## src/rtl/token_bucket_arbiter.sv

```systemverilog
// Round-robin arbiter gated by a shared token bucket: each grant spends the
// winner's cost, and tokens come back from a periodic refill and a return port.
module token_bucket_arbiter #(
  parameter int NumReq      = 4,
  parameter int Width       = 8,
  parameter int PeriodWidth = 16
) (
  input  logic                      clk_i,
  input  logic                      rst_i,
  input  logic                      cfg_en_i,
  input  logic [PeriodWidth-1:0]    cfg_period_i,
  input  logic [Width-1:0]          cfg_refill_i,
  input  logic [Width-1:0]          cfg_capacity_i,
  input  logic [NumReq-1:0]         req_valid_i,
  input  logic [NumReq*Width-1:0]   req_cost_i,
  output logic [NumReq-1:0]         req_ready_o,
  input  logic                      ret_valid_i,
  input  logic [Width-1:0]          ret_tokens_i,
  output logic [Width-1:0]          tokens_o,
  output logic                      tick_o,
  output logic                      cost_err_o
);

  localparam int PtrW = (NumReq > 1) ? $clog2(NumReq) : 1;
  // Two spare bits hold tokens + refill + return without overflow.
  localparam int SumW = Width + 2;

  logic [PtrW-1:0]        rr_ptr_q, rr_ptr_d;
  logic [Width-1:0]       tokens_q, tokens_d;
  logic [PeriodWidth-1:0] period_cnt_q, period_cnt_d;

  logic                   cand_found;
  logic [PtrW-1:0]        cand_idx;
  logic [PtrW-1:0]        scan_idx;
  logic [Width-1:0]       cand_cost;
  logic                   grant;
  logic                   tick;
  logic [PeriodWidth-1:0] period_last;
  logic [Width-1:0]       consume;
  logic [SumW-1:0]        sum;

  function automatic logic [PtrW-1:0] rr_index(input logic [PtrW-1:0] base, input int offset);
    int wrapped;
    wrapped = (int'(base) + offset) % NumReq;
    return PtrW'(wrapped);
  endfunction

  // Candidate is the first valid requester at or after rr_ptr; no skip-ahead.
  always_comb begin
    // NOTE: every variable gets a default before any branch, so no path leaves
    // one unassigned and no latch is inferred.
    cand_found = 1'b0;
    cand_idx   = '0;
    cand_cost  = '0;
    scan_idx   = '0;
    for (int k = 0; k < NumReq; k++) begin
      scan_idx = rr_index(rr_ptr_q, k);
      if (!cand_found && req_valid_i[scan_idx]) begin
        cand_found = 1'b1;
        cand_idx   = scan_idx;
        cand_cost  = req_cost_i[scan_idx*Width +: Width];
      end
    end
  end

  // Period 0 behaves like period 1: a tick every enabled cycle.
  assign period_last = (cfg_period_i == '0) ? '0 : cfg_period_i - 1'b1;
  assign tick        = !rst_i && cfg_en_i && (period_cnt_q == period_last);
  assign grant       = !rst_i && cfg_en_i && cand_found && (tokens_q >= cand_cost);
  assign consume     = grant ? cand_cost : '0;

  always_comb begin
    req_ready_o = '0;
    for (int i = 0; i < NumReq; i++) begin
      req_ready_o[i] = grant && (cand_idx == PtrW'(i));
    end
  end

  assign tick_o     = tick;
  assign cost_err_o = !rst_i && cand_found && (cand_cost > cfg_capacity_i);
  assign tokens_o   = tokens_q;

  // Affordability above used the pre-update count; arrivals only land here.
  always_comb begin
    sum = SumW'(tokens_q) - SumW'(consume);
    if (tick) begin
      sum = sum + SumW'(cfg_refill_i);
    end
    if (ret_valid_i) begin
      sum = sum + SumW'(ret_tokens_i);
    end
    tokens_d = (sum > SumW'(cfg_capacity_i)) ? cfg_capacity_i : sum[Width-1:0];
  end

  always_comb begin
    period_cnt_d = period_cnt_q + 1'b1;
    if (!cfg_en_i || tick) begin
      period_cnt_d = '0;
    end
    rr_ptr_d = grant ? rr_index(cand_idx, 1) : rr_ptr_q;
  end

  always_ff @(posedge clk_i) begin
    // NOTE: state uses non-blocking assignments so every register samples
    // pre-edge values; the reset is synchronous and lives inside the clocked branch.
    if (rst_i) begin
      tokens_q     <= '0;
      period_cnt_q <= '0;
      rr_ptr_q     <= '0;
    end else begin
      tokens_q     <= tokens_d;
      period_cnt_q <= period_cnt_d;
      rr_ptr_q     <= rr_ptr_d;
    end
  end

endmodule

```

## config.mk

```make
export PLATFORM = sky130hd
export DESIGN_NAME = token_bucket_arbiter
export DESIGN_NICKNAME = d
export VERILOG_FILES = /design/src/rtl/token_bucket_arbiter.sv
export SDC_FILE = /design/constraint.sdc
export NUM_CORES = 1
export LEC_CHECK = 0
export ABC_AREA = 0
export CORE_ASPECT_RATIO = 0.9
export CORE_MARGIN = 10
export CORE_UTILIZATION = 39
export CTS_BUF_LIST = sky130_fd_sc_hd__clkbuf_16
export CTS_CLUSTER_SIZE = 14
export DETAILED_ROUTE_END_ITERATION = 16
export SLEW_MARGIN = 5
export SYNTH_ARGS = -nofsm -noshare
export SYNTH_HDL_FRONTEND = slang
export SYNTH_SLANG_ARGS = --single-unit
export TNS_END_PERCENT = 50
```

## constraint.sdc

```tcl
create_clock -name clk_i -period 13.3 [get_ports clk_i]
set_input_delay 2.66 -clock clk_i [delete_from_list [all_inputs] [get_ports clk_i]]
set_output_delay 2.66 -clock clk_i [all_outputs]
set_load 0.01 [all_outputs]
```

==> metrics.txt, run 1 <==
Iter 0 DRT Violations 382; RSZ-0062 raised after global routing no; wirelength, routed 15.6 mm; Power Dens Cells ~220 nW/um2; via count 5200; synthesized area per cell ~7.7 um2; clk_lat worst skew 0.26 ns; Slowest cell on crit path a2111oi_0; CTS tree yes; Area contributors post-synth ha_1 (13%), dfxtp_1 (10%), mux2i_1 (6.0%); ratio of cells with drive above 1 in the final layout 7.04%; cell accounting for the most synthesized area ha_1; n_diodes 0; Max Cap Viol 0; Ys Warns 0; first-pass GRT wire length between 20 and 30 mm; EDFF count, synth 0; htree depth 1; Final Cell Area about 6000 um2; CP peak stage delay between 0.7 and 0.8 ns; Nets approximately 860; Setup violations, final 0; Slew @ Worst Pin about 1 ns; drt first pass iters 5; WL/cell 17.5 um; Hold WS 0.523 ns; Root Driver clkbuf_16; Worst EP arrival ~12 ns; classification of the worst-slack hold path register to register; FP Rows 39; drc violations 0; Final ANT Viol Nets 0; vias in the first global route a little over 5000; die area around 18000 um2; Fin Clk Skew ~0.0016 ns; top-count cell post-synth nor2_1; Peak VDD IR approximately 94 uV; placed inst area a little over 6000 um2; CTS Hold Bufs 0; CP top delay family compound AO/OA/AOI/OAI gates; setup TNS 0 ns; initial core utilization between 30% and 40%; Seq/Total Area, Yosys around a tenth; post-synth top area share 13.4%; fin crit period 11.69 ns; Syn Nets roughly 790; largest net degree at the start of global routing 54; die height 128 um; status finished clean; routability cong. between 0.9 and 1; Reg clk slew, reported paths 0.07 ns; hpwl dp between 10 and 15 mm; cell mode on critical path a21o_1; crit start category primary input; Hold Fails Final Rpt 0; Final Max Slew Viols 0; area of the mapped netlist a little over 5000 um2; grt total ovfl 0; Buffers on Ports just over 90; maximum clock path buffer count 2; GRT Total Usage between 10% and 20%; Die Span X between 100 and 150 um; Post-Syn Instances 657; Total Power between 1 and 1.5 mW; Setup Buffers After CTS 0; Worst Path Required 13.49 ns; Distinct cells, synth 82; Post-CTS Resized 0; #FFs+latches synth 26; Crit. End Element register; Crit Path Class primary input to register; relative slew slack a little under a third; initial antenna violation count 0; # clock sinks 26; Final Cycle Share slightly below 90%; Crit path buffers/inverters 3; Fmax ~0.086 GHz; Top-Level Pins 94; Post-synth top cells nor2_1 (62), ha_1 (54), nand2_1 (42); Core ar. ~13000 um2; post-route core utilization between 40% and 50%; area added between synthesis and finish 21.5%; total CTS buffers 3; Post-synth ARST share 0%; leakage ~2.4 nW; commonest register cell after synthesis dfxtp_1; Max FO, Critical Path 13; Vias/cell around 5.9
-- state kept, by name, summed over array words and instances (netlist names) --
register	count
rr_ptr_q	2
period_cnt_q	16
tokens_o	8
-- per-stage QoR --
stage	setup WS (ns)	instances
after floorplan	2.77	657
after global placement	1.58	884
after detailed placement	1.34	884
after CTS	1.61	888
after global routing	0.707	888
final	1.61	888
-- cell type report --
cell class                 count  area [um2]
inverter                      40         150
clock inverter                 1        3.75
multi-input combinational    559        4220
fill                        1259        6560
timing repair buffer          95         946
clock buffer                   3        75.1
sequential                    26         523
tap                          164         205
-- final timing paths --
kind | from | endpoint | slack, ns | cells past startpoint
max reg2reg | rr_ptr_q[0]$_SDFFE_PP0N_ | tokens_o[0]$_SDFF_PP0_ | 3.62 | 45
max | req_valid_i[1] | tokens_o[0]$_SDFF_PP0_ | 1.61 | 46
min reg2reg | period_cnt_q[0]$_SDFF_PP0_ | period_cnt_q[0]$_SDFF_PP0_ | 0.52 | 1
min | period_cnt_q[0]$_SDFF_PP0_ | period_cnt_q[0]$_SDFF_PP0_ | 0.52 | 1
-- metal layers --
metal / up-vias / GRT usage [%] / share of wire (%)
li1: 2597 / - / -
met1: 2434 / 23.0 / 49
met2: 151 / 26.6 / 44
met3: 18 / 2.81 / 5.4
met4: 0 / 4.55 / 1.5
met5: - / 0 / 0
-- report_power, final --
part / switching, mW / total, mW / internal, mW / leakage (nW)
combinational: 0.611 / 1.16 / 0.548 / 2.15
sequential: 0.0514 / 0.143 / 0.0919 / 0.213
clock: 0.0286 / 0.0690 / 0.0403 / 0.0385
-- placed cells by master, fill, tap and decap left out, types with 4 or more instances in the layout --
cell type / n
clkdlybuf4s50_1: 93
nor2_1: 62
ha_1: 54
nand2_1: 42
inv_1: 39
o21ai_0: 39
a21oi_1: 38
mux2i_1: 30
dfxtp_1: 24
mux2_2: 23
xnor2_1: 20
a21o_1: 16
xor2_1: 16
nor4_1: 14
nor2b_1: 14
nand4_1: 14
nor3_1: 13
nand3_1: 12
nand2b_1: 12
a211oi_1: 10
or3_1: 9
a221oi_1: 8
o21a_1: 6
mux4_2: 6
and2_1: 6
o31ai_1: 5
a221o_1: 4
and3_1: 4
-- cell families after synthesis --
logic type / after synthesis / synth area share [%]
compound gates: 180 / 24.7
flops: 26 / 10.3
fa+ha+maj: 57 / 14.6
simple gates: 225 / 23.7
xor+xnor: 37 / 6.70
mux: 60 / 14.1
buf+inv: 72 / 5.88
(Power assumes the default switching activity.)
==> run 2: changes to the inputs <==
==> constraint.sdc (replaced) <==
create_clock -name clk_i -period 13.1 [get_ports clk_i]
set_input_delay 2.62 -clock clk_i [delete_from_list [all_inputs] [get_ports clk_i]]
set_output_delay 2.62 -clock clk_i [all_outputs]
set_load 0.01 [all_outputs]
==> results of run 2 <==
Same layout as run 1 (identical final DEF). Status: finished clean.
Main changes from that run: setup slack after placement 1.34 ns -> 1.18 ns; setup slack after layout 1.61 ns -> 1.45 ns; register-to-register setup slack 3.62 ns -> 3.42 ns; total power 1.37 mW -> 1.39 mW; worst IR drop on VDD 94.4 uV -> 95.9 uV
